$ cat src/rtl/ones_stream_gen_pkg.sv
// Shared types for the ones stream generator: FSM state and pattern mode.
package ones_stream_gen_pkg;

  typedef enum logic {
    IDLE = 1'b0,
    RUN  = 1'b1
  } state_e;

  typedef enum logic {
    MODE_PACKED = 1'b0,
    MODE_SPREAD = 1'b1
  } mode_e;

endpackage

$ cat src/rtl/ones_stream_bit.sv
// Next-bit decision for one pattern beat: packed (ones first) or spread
// (Bresenham-style accumulator that spaces cnt ones over DATA_WIDTH beats).
module ones_stream_bit
  import ones_stream_gen_pkg::*;
#(
  parameter int DATA_WIDTH = 16,
  parameter int CW         = $clog2(DATA_WIDTH) + 1,
  parameter int AW         = CW + 1
) (
  input  mode_e          mode,
  input  logic [CW-1:0]  idx,
  input  logic [AW-1:0]  acc,
  input  logic [CW-1:0]  cnt,
  output logic           nxt_bit,
  output logic [AW-1:0]  acc_nxt
);

  localparam logic [AW-1:0] DW_A = AW'(DATA_WIDTH);

  logic [AW-1:0] sum;

  always_comb begin
    nxt_bit = 1'b0;
    acc_nxt = acc;
    sum     = acc + AW'(cnt);
    if (mode == MODE_SPREAD) begin
      // acc stays below DATA_WIDTH, so sum never exceeds 2*DATA_WIDTH-1
      nxt_bit = (sum >= DW_A);
      acc_nxt = nxt_bit ? (sum - DW_A) : sum;
    end else begin
      nxt_bit = (idx < cnt);
    end
  end

endmodule

$ cat src/rtl/ones_stream_gen.sv
// Turns a population count into a DATA_WIDTH-beat serial bit pattern.
// Optional word collection output enabled by ONES_STREAM_GEN_WORD_EN.
module ones_stream_gen
  import ones_stream_gen_pkg::*;
#(
  parameter int DATA_WIDTH = 16
) (
  input  logic                          clk,
  input  logic                          reset,
  input  logic [$clog2(DATA_WIDTH):0]   din,
  input  logic                          din_mode,
  input  logic                          din_valid,
  output logic                          din_ready,
  output logic                          dout,
  output logic                          dout_valid,
  output logic                          dout_last,
  input  logic                          dout_ready
`ifdef ONES_STREAM_GEN_WORD_EN
  , output logic [DATA_WIDTH-1:0]       word_out
  , output logic                        word_valid
`endif
);

  localparam int CW = $clog2(DATA_WIDTH) + 1;
  localparam int AW = CW + 1;
  localparam logic [CW-1:0] DW_C   = CW'(DATA_WIDTH);
  localparam logic [CW-1:0] LAST_C = CW'(DATA_WIDTH - 1);

  state_e        state_q, state_d;
  mode_e         mode_q;
  logic [CW-1:0] idx_q, cnt_q;
  logic [AW-1:0] acc_q, acc_nxt;
  logic          nxt_bit;
  logic          is_last, take_cnt, beat;

  assign is_last  = (idx_q == LAST_C);
  assign take_cnt = (state_q == IDLE) && din_valid;
  assign beat     = (state_q == RUN) && dout_ready;

  ones_stream_bit #(
    .DATA_WIDTH (DATA_WIDTH),
    .CW         (CW),
    .AW         (AW)
  ) u_bit (
    .mode    (mode_q),
    .idx     (idx_q),
    .acc     (acc_q),
    .cnt     (cnt_q),
    .nxt_bit (nxt_bit),
    .acc_nxt (acc_nxt)
  );

  always_ff @(posedge clk) begin
    if (reset) state_q <= IDLE;
    else       state_q <= state_d;
  end

  always_comb begin
    state_d = state_q;
    case (state_q)
      IDLE:    if (din_valid)          state_d = RUN;
      RUN:     if (dout_ready && is_last) state_d = IDLE;
      default: state_d = IDLE;
    endcase
  end

  // Outputs depend only on registered state, never on dout_ready
  always_comb begin
    din_ready  = (state_q == IDLE);
    dout_valid = (state_q == RUN);
    dout       = dout_valid & nxt_bit;
    dout_last  = dout_valid & is_last;
  end

  always_ff @(posedge clk) begin
    if (reset) begin
      idx_q  <= '0;
      acc_q  <= '0;
      cnt_q  <= '0;
      mode_q <= MODE_PACKED;
    end else if (take_cnt) begin
      idx_q  <= '0;
      acc_q  <= '0;
      cnt_q  <= (din > DW_C) ? DW_C : din;
      mode_q <= mode_e'(din_mode);
    end else if (beat) begin
      idx_q  <= idx_q + 1'b1;
      acc_q  <= acc_nxt;
    end
  end

`ifdef ONES_STREAM_GEN_WORD_EN
  // Bits gather in col_q so word_out stays stable until a pattern completes
  logic [DATA_WIDTH-1:0] col_q, col_set;

  assign col_set = col_q | (DATA_WIDTH'(nxt_bit) << idx_q);

  always_ff @(posedge clk) begin
    if (reset) begin
      col_q      <= '0;
      word_out   <= '0;
      word_valid <= 1'b0;
    end else begin
      word_valid <= 1'b0;
      if (take_cnt) begin
        col_q <= '0;
      end else if (beat) begin
        col_q <= col_set;
        if (is_last) begin
          word_out   <= col_set;
          word_valid <= 1'b1;
        end
      end
    end
  end
`endif

endmodule

$ cat config.mk
export PLATFORM = sky130hd
export DESIGN_NAME = ones_stream_gen
export DESIGN_NICKNAME = d
export VERILOG_FILES = /design/src/rtl/ones_stream_gen_pkg.sv /design/src/rtl/ones_stream_bit.sv /design/src/rtl/ones_stream_gen.sv
export SDC_FILE = /design/constraint.sdc
export NUM_CORES = 1
export LEC_CHECK = 0
export CORE_MARGIN = 10
export CORE_UTILIZATION = 55
export CTS_CLUSTER_DIAMETER = 30
export DETAILED_ROUTE_END_ITERATION = 10
export PLACE_DENSITY = 0.85
export SLEW_MARGIN = 20
export SYNTH_ARGS = -nofsm -noshare
export SYNTH_HDL_FRONTEND = slang
export SYNTH_SLANG_ARGS = --single-unit
$ cat constraint.sdc
create_clock -name clk -period 4.6 [get_ports clk]
set_clock_uncertainty 0.05 [all_clocks]
set_input_delay 0.92 -clock clk [delete_from_list [all_inputs] [get_ports clk]]
set_output_delay 0.92 -clock clk [all_outputs]
set_load 0.05 [all_outputs]
# After elaboration in Yosys (flattened, before gate mapping)
# Index checks and enable logic that the tools add are counted.
[word_totals] ff_bits=18 in_bits=10 elab_cells=26
[classes] n_addsub=3 n_lt_le_gt_ge=3 eq_ne=1 mux=6 bitwise_logic=3 reduce_logical=5
[ops] cell="adder 6 x 5 -> 6 bit" count=1
[ops] cell=">= comparator 6 x 5 -> 1 bit, second input constant" count=1
[ops] cell="two-way mux 6 bit" count=1
[ops] cell="subtractor 6 x 5 -> 6 bit, second input constant" count=1
[ops] cell="adder 5 x 1 -> 5 bit, second input constant" count=1
[ops] cell="== test 5 x 4 -> 1 bit, second input constant" count=1
[ops] cell="greater-than comparator 5 bit, second input constant" count=1
[ops] cell="less-than comparator 5 bit" count=1
[ops] cell="two-way mux 5 bit" count=1
[ops] cell="logical AND 1 bit" count=3
[ops] cell="two-way mux 1 bit" count=3
[ops] cell="AND 1 bit" count=2
[ops] cell="one-hot mux 1 bit (2 select lines)" count=1
[ops] cell="AND reduction 2 bit" count=1
[ops] cell="OR reduction 2 bit" count=1
[ops] cell="NOT 1 bit" count=1

# Depth between registers and ports, before layout
# Gate-level depths: netlist (run 1).
[logic_depth] word_depth=4 ltp_mapped=8

# Cells and area by module
# From an unflattened synthesis (run 1), not the netlist that was laid out.
[hier_totals] hier_cells=149 hier_area_um2=1217.4
[by_module_without_submodules] module="ones_stream_gen" n_inst=1 cells_each=86 area_per_inst_um2=735.7
[by_module_without_submodules] module="ones_stream_bit" n_inst=1 cells_each=63 area_per_inst_um2=481.7

# Worst setup path after synthesis (run 1)
# OpenSTA, ideal clock, no wires.
[synth_path] path_type="register to output" start="register cnt_q[0]" end="output port dout" t_arrival_ps=2340 path_slack_ps=1290 stages_incl_launch_ff=9 path_buffers=0 path_cell_list="dfxtp_1 ha_1 inv_1 fa_1 and2b_4 o21ai_0 a32oi_1 o221ai_1 a211oi_2"
[synth_between] elab_chain_cells=4 word_cells_on_any_way=5
[synth_rtl] element="start, declared" line_no="ones_stream_gen.sv:31" text="logic [CW-1:0] idx_q, cnt_q;"
[synth_rtl] element="start signal, assigned" line_no="ones_stream_gen.sv:84" text="cnt_q <= (din > DW_C) ? DW_C : din;"
[synth_rtl] element="adder 6 x 5 -> 6 bit" line_no="ones_stream_bit.sv:25" text="sum = acc + AW'(cnt);"
[synth_rtl] element=">= comparator 6 x 5 -> 1 bit" line_no="ones_stream_bit.sv:28" text="nxt_bit = (sum >= DW_A);"
[synth_rtl] element="two-way mux 1 bit *" line_no="ones_stream_bit.sv:26" text="if (mode == MODE_SPREAD) begin"
[synth_rtl] element="AND 1 bit *" line_no="ones_stream_gen.sv:71" text="dout = dout_valid & nxt_bit;"
[synth_rtl] element="end, declared" line_no="ones_stream_gen.sv:14" text="output logic dout,"
# Mark *: on every way between the ends. The rest lies on a longest branch, timed or not.

# Worst setup path after layout (run 1)
# Same ends and word-level chain as after synthesis.

==> flow_metrics.tcl, run 1 <==
set metrics [dict create \
    antenna_found_initial 0 \
    wl_met2_um 1150 \
    worst-path-buf-inv 2 \
    routed_wl_um 2500 \
    synth_ff_type "dfxtp_1" \
    path_cells "ha_1, inv_1, fa_1, and2b_4, o21ai_0, a32oi_1, o221ai_1, a211oi_2, clkdlybuf4s50_1" \
    p_per_area_nw_per_um2 231 \
    slowest_stage "clkdlybuf4s50_1" \
    vias_per_cell 5.72 \
    dr.max_layer_used "met4" \
    r2r_setup_slack_ns 2.36 \
    ys_async_sr_fraction_pct 0 \
    grt.total_usage_pct 12.6 \
    io_buffers 13 \
    instances_no_fill 184 \
    ctsRootBufferMaster "clkbuf_4" \
    fillerInstances 169 \
    slowest_delay_ns 0.83 \
    ys_warn_count 0 \
    postRouteAntennaNets 0 \
    hold_path.class "reg -> reg" \
    cp-start-kind "register" \
    swShare_pct 26.7 \
    min_period_ns 4.16 \
    clockBufferDepth 2 \
    clk_pin_slew_ns 0.11 \
    post_cts_resized 0 \
    post_cts_buffers 0 \
    final_hold_viol_count 0 \
    clock_power_share_pct 31.9 \
    dr.pass1.iters 4 \
    synthCells 144 \
    synth_seq_cells 18 \
    drive_gt1_share_pct 8.28 \
    layout_common_cells "nand2_1 (18), dfxtp_1 (18), nor2_1 (13), clkdlybuf4s50_1 (13), inv_1 (12)" \
    clk_latency_ns 0.29 \
    pwr-share-seq_pct 52.5 \
    clock.fmax_ghz 0.240 \
    grt_overflow_total 0 \
    crit_type "reg -> out" \
    synth_area_um2 1180 \
    power.switching_uw 83.3 \
    r2r_start "cnt_q[0]" \
    dp_hpwl_um 1940 \
    arrival_ns 3.19 \
    synth.area.top_cells "dfxtp_1 (31%), ha_1 (12%), nand2_1 (5.7%)" \
    rsz0062_at_grt "no" \
    grt_pass1_wl_um 4530 \
    worstPathMaxFanout 7 \
    p_leak_uw 0.000506 \
    fin_nets 180 \
    synth.distinct_cells 42 \
    num_io_pins 14 \
    tritoncts "yes" \
    areaGrowthSynthToFinish_pct 14.5 \
    cp-end-kind "output pin" \
    met3_length_um 169 \
    synth-seq-area-share_pct 30.5 \
    cts_buffers 3 \
    die_w_um 66.3 \
    whs_path_depth 2 \
    status "finished clean" \
    critPathRequiredTime_ns 3.63 \
    post-route-period-util_pct 90.5 \
    rr_endpoint "acc_q[5]" \
    dieHeight_um 66.3 \
    cts.sink_count 18 \
    yosysTopAreaCell "dfxtp_1" \
    drt-met1-wl_um 1130 \
    synth.top_cell.area_share_pct 30.5 \
    p_int_uw 229 \
    cpLargestDelayFamily "buffers and inverters" \
    drcViolationCount 0 \
    ctsHtreeMaxLevel 1 \
    via_count 1053 \
    max_cap_violations 0 \
    slew_headroom_pct 66.6 \
    postCtsHoldBufs 0 \
    wire_per_inst_um 13.6 \
    maxSlewViolCount 0 \
    worstRegToRegCells 8 \
    gp_congestion 0.974 \
    grt_pass1_vias 1037 \
    combPwrFrac_pct 15.6 \
    drt-initial-drc-count 48 \
    worstMarginPinSlew_ns 0.499 \
    fin_setup_tns_ns 0 \
    worstHoldStart "acc_q[3]" \
    coreArea_um2 2000 \
    setup_viol 0 \
    insertedDiodeCount 0 \
    synth_edf_count 0 \
    min_to "acc_q[3]" \
    dpl.cell_count 180 \
    syn_nets 166 \
    avgSynthCellArea_um2 8.20 \
    start_util_pct 59.0 \
    die_area_um2 4400 \
    vdd_drop_max_v 0.000180 \
    rows 16 \
    grt_max_degree 14 \
]
## worst max-delay path by stage
stage	start	end	slack [ns]	depth (start not counted)
floorplan	cnt_q[0]	dout	1.29	8
global placement	cnt_q[0]	dout	0.91	9
detailed placement	cnt_q[0]	dout	0.80	9
CTS	cnt_q[0]	dout	0.45	9
global route	cnt_q[0]	dout	0.23	9
finish	cnt_q[0]	dout	0.44	9
## routing by layer
layer  vias to the layer above  track usage (%)
met3                         7             3.22
met1                       484             15.0
met4                         0             5.24
li1                        533                -
met2                        29             20.8
met5                         -                0
## cells by family (layout without fill, tap and decap cells)
family	after synthesis	in the layout	share of synthesized area, %
fa+ha+maj	12	12	13.3
simple gates	59	59	25.5
buf+inv	16	29	6.25
flops	18	18	30.5
compound gates	34	34	20.5
mux	1	1	0.847
xor+xnor	4	4	2.97
## per-stage QoR
step	hold slack, ns	total power (uW)	setup WS [ns]	instance area, um2	utilization, %
after global placement	0.395	215	0.910	1320	65.8
after floorplan	0.383	199	1.29	1180	-
after detailed placement	0.403	216	0.801	1320	65.8
after global routing	0.441	326	0.228	1350	67.6
final	0.416	312	0.439	1350	67.6
after CTS	0.418	312	0.448	1350	67.6
## worst min-delay path, stage by stage (launching register included)
cell and delay [ns]:
dfxtp_1 0.33, nand2_1 0.05, a21oi_1 0.05
## state kept, by name, summed over array words and instances (netlist names)
register	count
acc_q	6
cnt_q	5
dout_valid	1
idx_q	5
mode_q	1
## cell type report
type	count	area [um2]	share of cell area [%]
Clock buffer	4	36.3	2.68
Inverter	12	45.0	3.33
Multi-Input combinational cell	110	747	55.2
Sequential cell	18	360	26.6
Tap cell	27	33.8	2.50
Timing Repair Buffer	13	130	9.62
## cells in the mapped netlist, drive strengths merged, types with 2 or more instances
master / count
inv: 12
nand3b: 4
a211oi: 5
and2: 2
nand2: 18
and2b: 2
nor2b: 2
a21oi: 10
ha: 11
o211ai: 2
buf: 3
nor3: 5
xor2: 2
nor2: 13
xnor2: 2
dfxtp: 18
and3: 5
o31ai: 3
nand2b: 3
o21ai: 6
or3: 2
## power by group through the flow
| stage | sequential (uW) | clock, uW | combinational, uW |
|---|---|---|---|
| 6_report | 164 | 99.6 | 48.8 |
| 2_1_floorplan | 168 | 0 | 30.7 |
| 5_1_grt | 165 | 107 | 54.4 |
| 3_3_place_gp | 167 | 0 | 47.6 |
| 4_1_cts | 164 | 99.2 | 48.9 |
| 3_5_place_dp | 167 | 0 | 48.5 |
(Power assumes the default switching activity.)
==> run 2, diff against run 1 <==
HOLD_SLACK_MARGIN = 0.02   (was not set)
==> results of run 2 <==
Final layout, timing and power as in run 1 (identical DEF).
